$ cat config.mk
export PLATFORM = sky130hd
export DESIGN_NAME = tx_chksum_input_arbiter
export DESIGN_NICKNAME = d
export VERILOG_FILES = /design/src/rtl/tx_chksum_input_arbiter.sv
export SDC_FILE = /design/constraint.sdc
export NUM_CORES = 1
export LEC_CHECK = 0
export CORE_AREA = 10 10 337 339
export DETAILED_ROUTE_END_ITERATION = 10
export DIE_AREA = 0 0 347 349
export RECOVER_POWER = 100
export SLEW_MARGIN = 20
export SYNTH_ARGS = -nofsm -noshare
export SYNTH_HDL_FRONTEND = slang
export SYNTH_SLANG_ARGS = --single-unit
export TNS_END_PERCENT = 20
$ cat constraint.sdc
create_clock -name clk -period 1.65 [get_ports clk]
set_input_delay 0.33 -clock clk [delete_from_list [all_inputs] [get_ports clk]]
set_output_delay 0.33 -clock clk [all_outputs]
set_load 0.02 [all_outputs]
$ cat src/rtl/tx_chksum_input_arbiter.sv
// Packet-granular round-robin arbiter feeding the TX checksum stage from NUM_SRC AXI-stream producers.
// Optional per-source packet counters are enabled with `define TX_CHKSUM_ARB_PKT_CNT_EN.
module tx_chksum_input_arbiter #(
  parameter int NUM_SRC    = 2,
  parameter int DATA_WIDTH = 256,
  parameter int KEEP_WIDTH = DATA_WIDTH / 8,
  parameter int SRC_ID_W   = (NUM_SRC > 1) ? $clog2(NUM_SRC) : 1
) (
  input  logic                           clk,
  input  logic                           rst,
`ifdef TX_CHKSUM_ARB_PKT_CNT_EN
  output logic [NUM_SRC*16-1:0]          pkt_cnt,
`endif
  input  logic [NUM_SRC-1:0]             src_tvalid,
  output logic [NUM_SRC-1:0]             src_tready,
  input  logic [NUM_SRC*DATA_WIDTH-1:0]  src_tdata,
  input  logic [NUM_SRC*KEEP_WIDTH-1:0]  src_tkeep,
  input  logic [NUM_SRC-1:0]             src_tlast,
  output logic                           out_tvalid,
  input  logic                           out_tready,
  output logic [DATA_WIDTH-1:0]          out_tdata,
  output logic [KEEP_WIDTH-1:0]          out_tkeep,
  output logic                           out_tlast,
  output logic [SRC_ID_W-1:0]            out_src_id
);

  typedef enum logic {IDLE, LOCKED} state_t;

  state_t              state, state_nxt;
  logic [SRC_ID_W-1:0] grant_reg, grant_nxt;
  logic [SRC_ID_W-1:0] rr_ptr, rr_nxt;
  logic [SRC_ID_W-1:0] winner, sel;
  logic                win_found, active, hs;

  logic [DATA_WIDTH-1:0] data_arr [NUM_SRC];
  logic [KEEP_WIDTH-1:0] keep_arr [NUM_SRC];

  for (genvar i = 0; i < NUM_SRC; i++) begin : g_unpack
    assign data_arr[i] = src_tdata[i*DATA_WIDTH +: DATA_WIDTH];
    assign keep_arr[i] = src_tkeep[i*KEEP_WIDTH +: KEEP_WIDTH];
  end

  function automatic logic [SRC_ID_W-1:0] next_id(input logic [SRC_ID_W-1:0] id);
    if (id == SRC_ID_W'(NUM_SRC - 1))
      return '0;
    else
      return id + SRC_ID_W'(1);
  endfunction

  // Rotating priority scan starting at rr_ptr; the index wraps explicitly so non-power-of-two counts work.
  always_comb begin
    logic [SRC_ID_W:0]   sum;
    logic [SRC_ID_W-1:0] idx;
    win_found = 1'b0;
    winner    = rr_ptr;
    sum       = '0;
    idx       = '0;
    for (int k = 0; k < NUM_SRC; k++) begin
      sum = {1'b0, rr_ptr} + (SRC_ID_W+1)'(k);
      if (sum >= (SRC_ID_W+1)'(NUM_SRC))
        sum = sum - (SRC_ID_W+1)'(NUM_SRC);
      idx = sum[SRC_ID_W-1:0];
      if (!win_found && src_tvalid[idx]) begin
        win_found = 1'b1;
        winner    = idx;
      end
    end
  end

  always_comb begin
    state_nxt  = state;
    grant_nxt  = grant_reg;
    rr_nxt     = rr_ptr;
    src_tready = '0;
    out_tdata  = '0;
    out_tkeep  = '0;
    out_tlast  = 1'b0;
    out_tvalid = 1'b0;
    sel        = (state == LOCKED) ? grant_reg : winner;
    active     = !rst && ((state == LOCKED) || win_found);
    out_src_id = rst ? '0 : sel;
    if (active) begin
      out_tvalid      = src_tvalid[sel];
      out_tdata       = data_arr[sel];
      out_tkeep       = keep_arr[sel];
      out_tlast       = src_tlast[sel];
      src_tready[sel] = out_tready;
    end
    hs = out_tvalid && out_tready;
    // Any offered first beat locks the grant, even under backpressure, so the beat stays stable.
    case (state)
      IDLE: begin
        if (win_found) begin
          grant_nxt = winner;
          if (hs && out_tlast)
            rr_nxt = next_id(winner);
          else
            state_nxt = LOCKED;
        end
      end
      LOCKED: begin
        if (hs && out_tlast) begin
          state_nxt = IDLE;
          rr_nxt    = next_id(grant_reg);
        end
      end
      default: state_nxt = IDLE;
    endcase
  end

  always_ff @(posedge clk) begin
    if (rst) begin
      state     <= IDLE;
      grant_reg <= '0;
      rr_ptr    <= '0;
    end else begin
      state     <= state_nxt;
      grant_reg <= grant_nxt;
      rr_ptr    <= rr_nxt;
    end
  end

`ifdef TX_CHKSUM_ARB_PKT_CNT_EN
  logic [15:0] cnt_q [NUM_SRC];

  always_ff @(posedge clk) begin
    if (rst) begin
      for (int i = 0; i < NUM_SRC; i++)
        cnt_q[i] <= '0;
    end else if (hs && out_tlast) begin
      cnt_q[sel] <= cnt_q[sel] + 16'd1;
    end
  end

  for (genvar i = 0; i < NUM_SRC; i++) begin : g_cnt
    assign pkt_cnt[i*16 +: 16] = cnt_q[i];
  end
`endif

endmodule
==> out/metrics.yaml, run 1 <==
clocking:
  cts_buffers: 3
  cts_sinks: 3
  h-tree-depth: 1
  clk_pin_slew_worst_paths_ns: 0.03
  insertion_delay_ns: 0.23
  cts.path.max_buffers: 2
  root_buffer: "clkbuf_16"
  cts_tree: "built"
  cts-hold-fix-buffers: 0
worst_setup_path:
  cp_slowest_cell: "clkdlybuf4s50_1"
  crit_path_cell_trace: "clkdlybuf4s50_1 > or2_4 > buf_16 > bufbuf_16 > a21oi_2 > buf_4 > buf_12"
  cp_data_required_time_ns: 1.32
  max_stage_delay_ns: 0.43
  arrival_ns: 2.05
  path_class: "primary input to output port"
  path_max_fanout: 11
  end_kind: "output port"
  critPathLaunchType: "primary input"
job:
  cap_violations: 0
drt:
  routed_wl_um: 99800
  viasPerCell: 3.38
  drc: 0
  wire_per_inst_um: 29.3
  drt_first_pass_iters: 5
  drt_first_iter_violations: 704
  ant_nets: 0
  vias: 11500
cells_and_area:
  nFillCells: 12100
  nNetsFinal: 2575
  final_cell_count_no_fill: 3406
  final_core_util_pct: 17.8
  design_area_mm2: 0.0190
  drive_above_1_share_pct: 36.3
  areaGrowthSynthToFinish_pct: 336
grt:
  busiest_layer: "met2"
  use_met1_pct: 18.0
  grt_pass1_vias: 11900
  grt_pass1_wl_um: 123000
  grt_use_met3_pct: 8.94
  grt_antenna_before_repair: 57
  use_met2_pct: 25.2
  grt_max_degree: 34
  grt_overflow: 0
  grt_use_total_pct: 15.3
placement:
  dp_hpwl_um: 85300
  place_area_mm2: 0.0173
  preCtsSetupSlack_ns: -1.52
  io_buffer_count: 875
  dp.cells: 3330
  finalWeightedCongestion: 0.923
power:
  p_total_w: 0.00865
  power.density_mw_per_mm2: 456
  irDropWorstVdd_mv: 0.220
  leakage_nw: 7.71
floorplanning:
  dieArea_mm2: 0.121
  initial_core_util_pct: 4.08
  die_y_um: 349
  coreArea_mm2: 0.107
  pin_count: 876
  rows: 120
  die_w_um: 347
synthesis:
  synth_cell_types: 28
  ys.flop_type: "dfxtp_1"
  synth.top_cells.by_area: "nand2_1, a21oi_1, buf_2"
  seq_area_frac_synth_pct: 1.38
  ys_seq_elements: 3
  yosys.area.top_type: "nand2_1"
  synthCells: 995
  syn_area_mm2: 0.00435
  synth_common_cells: "nand2_1, a21oi_1, clkbuf_1"
  synth-edff-count: 0
  yosysTopAreaCellShare_pct: 49.8
  postSynthAreaPerCell_um2: 4.37
  yosysWarnings: 0
  async_reset_ff_share_pct: 0
  yosysMostFrequentCell: "nand2_1"
  syn-num-nets: 1578
sta:
  post-route-period-util_pct: 144
  hold_violations: 0
  slew_viol_final: 0
  setup_viol: 294
  fin_ws_ns: -0.732
  slew_headroom_pct: 75.2
  fmax_mhz: 420
  rsz0062_at_grt: "true"
  finClkSkew_ns: 0.00428
  worstMarginPinSlew_ns: 0.368
  period_minus_slack_ns: 2.38
status:
  status: "finished, violations left"
  violations: "setup timing"
hold_path:
  hold_path_class: "primary input to register"
==> layer usage <==
layer,routed length [µm],vias up
met2,45400,707
met1,39000,5440
met5,101,-
li1,-,5230
met3,14300,115
met4,996,16
==> worst paths after layout <==
path                                          start                     end  slack (ns)  cells past startpoint
worst max-delay path                            rst          out_tdata[235]       -0.73                      7
worst min-delay path                  src_tvalid[1]  grant_reg$_SDFFE_PP0P_        0.63                      4
worst max register to register     state$_SDFF_PP0_     rr_ptr$_SDFFE_PP0P_       -0.06                      9
worst min register to register  rr_ptr$_SDFFE_PP0P_     rr_ptr$_SDFFE_PP0P_        0.64                      3
==> cells by family (layout without fill, tap and decap cells) <==
group	after synthesis	count (layout)	share of synthesized area (%)
simple gates	592	592	51.7
compound gates	300	300	35.0
buf+inv	98	1094	11.5
flops	3	3	1.38
mux	2	2	0.460
other cells	0	12	0
==> through the flow <==
stage	TNS (ns)	hold WS (ns)
after floorplan	-58.22	0.399
after global placement	-386.14	0.618
after detailed placement	-390.14	0.616
after CTS	-187.14	0.623
after global routing	-192.06	0.646
final	-169.59	0.627
==> layout by cell type, fill, tap and decap left out, drive strengths merged, types with 2 or more instances in the layout <==
cell / n
a21oi: 291
and3: 2
buf: 483
bufbuf: 5
clkbuf: 16
clkdlybuf4s15: 5
clkdlybuf4s50: 580
dfxtp: 3
diode: 12
dlygate4sd2: 3
inv: 2
mux2i: 2
nand2: 577
nand2b: 3
nor2: 3
nor3: 2
o21ai: 2
==> critical path: cells and delay by family <==
kind	cells	cell delay [ns]
AO/OA/AOI/OAI	1	0.20
AND/OR/NAND/NOR	1	0.29
buffers and inverters	5	1.20
==> layout make-up <==
type | instances | area (µm²) | share of cell area, %
antenna | 12 | 30.0 | 0.158
tap | 1403 | 1760 | 9.26
multi-input combinational | 894 | 4810 | 25.4
timing repair buffer | 1088 | 12200 | 64.4
sequential | 3 | 65.1 | 0.343
inverter | 2 | 7.51 | 0.0396
clock buffer | 4 | 78.8 | 0.416
==> repair_timing <==
item                       4_1_cts  5_1_grt
gates resized for setup        751      218
pin swaps                       32       29
cloned                          19        5
setup buffers                   37        2
setup endpoints to repair      295      295
==> report_power, final <==
group / internal [W] / switching, W / total [W]
logic: 0.00421 / 0.00396 / 0.00817
clock network: 0.000319 / 0.0000723 / 0.000392
registers: 0.0000799 / 0.00000838 / 0.0000883
(Power assumes the default switching activity.)
==> inputs of run 2 (changes only) <==
Settings changed: CORE_AREA 10 10 337 339 to 2 2 339 341, DIE_AREA 0 0 347 349 to 0 0 341 343.
==> out/metrics.yaml, run 2 (synthesis gave the netlist of run 1 again) <==
status:
  status: "finished, violations left"  # unchanged
  violations: "setup timing"  # unchanged
power:
  sw_frac_of_total_pct: 45.9  # was 46.7%
  power.density_mw_per_mm2: 451  # was 456 mW/mm²
  irDropWorstVdd_mv: 0.268  # was 0.220 mV
  power.share.combinational_pct: 94.8  # was 94.4%
  p_int_w: 0.00495  # was 0.00461 W
  seq_power_share_pct: 1.0  # about the same
  clkPwrFrac_pct: 4.2  # was 4.5%
  leakage_nw: 8.14  # was 7.71 nW
  p_sw_w: 0.00419  # was 0.00404 W
  p_total_w: 0.00915  # was 0.00865 W
floorplanning:
  die_y_um: 343  # was 349 µm
  rows: 124  # was 120
  dieArea_mm2: 0.117  # was 0.121 mm²
  pin_count: 876  # unchanged
  initial_core_util_pct: 3.84  # was 4.08%
  die_w_um: 341  # was 347 µm
  coreArea_mm2: 0.113  # was 0.107 mm²
grt:
  grt_antenna_before_repair: 71  # was 57
  grt_pass1_wl_um: 114000  # was 123000 µm
  grt_pass1_vias: 11100  # was 11900
  grt_use_total_pct: 15.0  # was 15.3%
  grt_max_degree: 34  # unchanged
  grt_overflow: 0  # unchanged
sta:
  slew_viol_final: 0  # unchanged
  fmax_mhz: 413  # was 420 MHz
  hold_violations: 0  # unchanged
  worstMarginPinSlew_ns: 0.322  # was 0.368 ns
  finClkSkew_ns: 0.00305  # was 0.00428 ns
  setup_viol: 293  # was 294
  slew_headroom_pct: 78.5  # was 75.2%
  period_minus_slack_ns: 2.42  # was 2.38 ns
  rsz0062_at_grt: "true"  # unchanged
  fin_ws_ns: -0.770  # was -0.732 ns
  tns_ns: -187.59  # was -169.59 ns
  post-route-period-util_pct: 147  # was 144%
placement:
  dp_hpwl_um: 77800  # was 85300 µm
  io_buffer_count: 875  # unchanged
  finalWeightedCongestion: 0.917  # was 0.923
  preCtsSetupSlack_ns: -1.62  # was -1.52 ns
drt:
  drt_first_pass_iters: 5  # unchanged
  viasPerCell: 3.28  # was 3.38
  wire_per_inst_um: 27.3  # was 29.3 µm
  routed_wl_um: 96700  # was 99800 µm
  vias: 11600  # was 11500
  drt_first_iter_violations: 670  # was 704
  ant_nets: 0  # unchanged
  drc: 0  # unchanged
clocking:
  cts_tree: "built"  # unchanged
  cts_buffers: 3  # unchanged
  root_buffer: "clkbuf_16"  # unchanged
  h-tree-depth: 1  # unchanged
  insertion_delay_ns: 0.23  # about the same
  cts.path.max_buffers: 2  # unchanged
  clk_pin_slew_worst_paths_ns: 0.03  # about the same
  cts_sinks: 3  # unchanged
cells_and_area:
  nFillCells: 12700  # was 12100
  areaGrowthSynthToFinish_pct: 366  # was 336%
  nNetsFinal: 2603  # was 2575
  drive_above_1_share_pct: 39.5  # was 36.3%
  final_common_cell: "clkdlybuf4s50_1"  # unchanged
  mostFrequentLayoutCells: "clkdlybuf4s50_1, nand2_1, buf_4, buf_12, a21oi_2"  # was clkdlybuf4s50_1, nand2_1, buf_4, buf_12, a21oi_1
  final_core_util_pct: 17.9  # was 17.8%
worst_setup_path:
  arrival_ns: 2.09  # was 2.05 ns
  critPathLaunchType: "register"  # was primary input
  end_kind: "output port"  # unchanged
  cp_data_required_time_ns: 1.32  # about the same
  cp-startpoint: "state$_SDFF_PP0_"  # was rst
  reg2reg_slack_ns: 0.04  # was -0.06 ns
  path_max_fanout: 7  # was 11
  path_class: "register to output port"  # was primary input to output port
  rr_startpoint: "state$_SDFF_PP0_"  # unchanged
hold_path:
  hold_start: "src_tvalid[1]"  # unchanged
  hold_path_class: "primary input to register"  # unchanged
job:
  cap_violations: 0  # unchanged
==> run 2: power groups by stage <==
stage	combinational (W)	clock, W	sequential, W
floorplan	0.00236	0	0.0000881
global placement	0.00688	0	0.0000888
CTS	0.00809	0.000393	0.0000876
detailed placement	0.00688	0	0.0000884
finish	0.00867	0.000387	0.0000889
global route	0.00918	0.000400	0.0000895
==> run 2: per-stage QoR <==
stage	std cells	hold slack [ns]	cell area, µm²
final	3544	0.645	20300
after global routing	3535	0.656	20200
after CTS	3497	0.633	19200
after detailed placement	3428	0.615	17100
after global placement	3428	0.612	17100
after floorplan	995	0.399	4730
==> run 2: worst max-delay path: stages, from the launching register on <==
cell and delay, ns:
dfxtp_4 0.36, o31ai_4 0.31, buf_12 0.18, buf_16 0.15
buf_8 0.13, buf_12 0.10, buf_16 0.12, buf_12 0.11
nand2_8 0.05, a21oi_4 0.20, buf_12 0.14
==> run 2: final timing paths <==
kind,end,depth (start not counted)
max reg2reg,state$_SDFF_PP0_,7
min reg2reg,rr_ptr$_SDFFE_PP0P_,3
max,out_tdata[45],10
min,grant_reg$_SDFFE_PP0P_,4
==> run 2: routing by layer <==
metal	vias up	wire (µm)	track usage, %
li1	5306	-	-
met1	5429	37000	17.4
met2	747	44900	24.8
met3	136	13200	8.32
met4	24	1490	1.46
met5	-	143	0
==> run 2: area by class of cell <==
cell class | count | area (µm²) | share of cell area, %
well taps | 1512 | 1890 | 9.34
flip-flops and latches | 3 | 65.1 | 0.321
diodes | 13 | 32.5 | 0.161
clock buffers | 4 | 78.8 | 0.389
repair buffers | 1116 | 12900 | 63.7
multi-input cells | 894 | 5280 | 26.1
inverters | 2 | 7.51 | 0.0370
==> run 2: repair_timing <==
action                                  CTS  global route
gates cloned                             25            13
setup buffers                            51            31
endpoints found under the setup margin  295           295
pin swaps                                65            57
resized for setup                       692           458
hold buffers                              0             0
==> inputs of run 3 (changes only) <==
Settings changed: HOLD_SLACK_MARGIN from default to 0.1.
==> results of run 3 <==
Same layout as run 2: the final DEF is identical, and so are final timing and power.
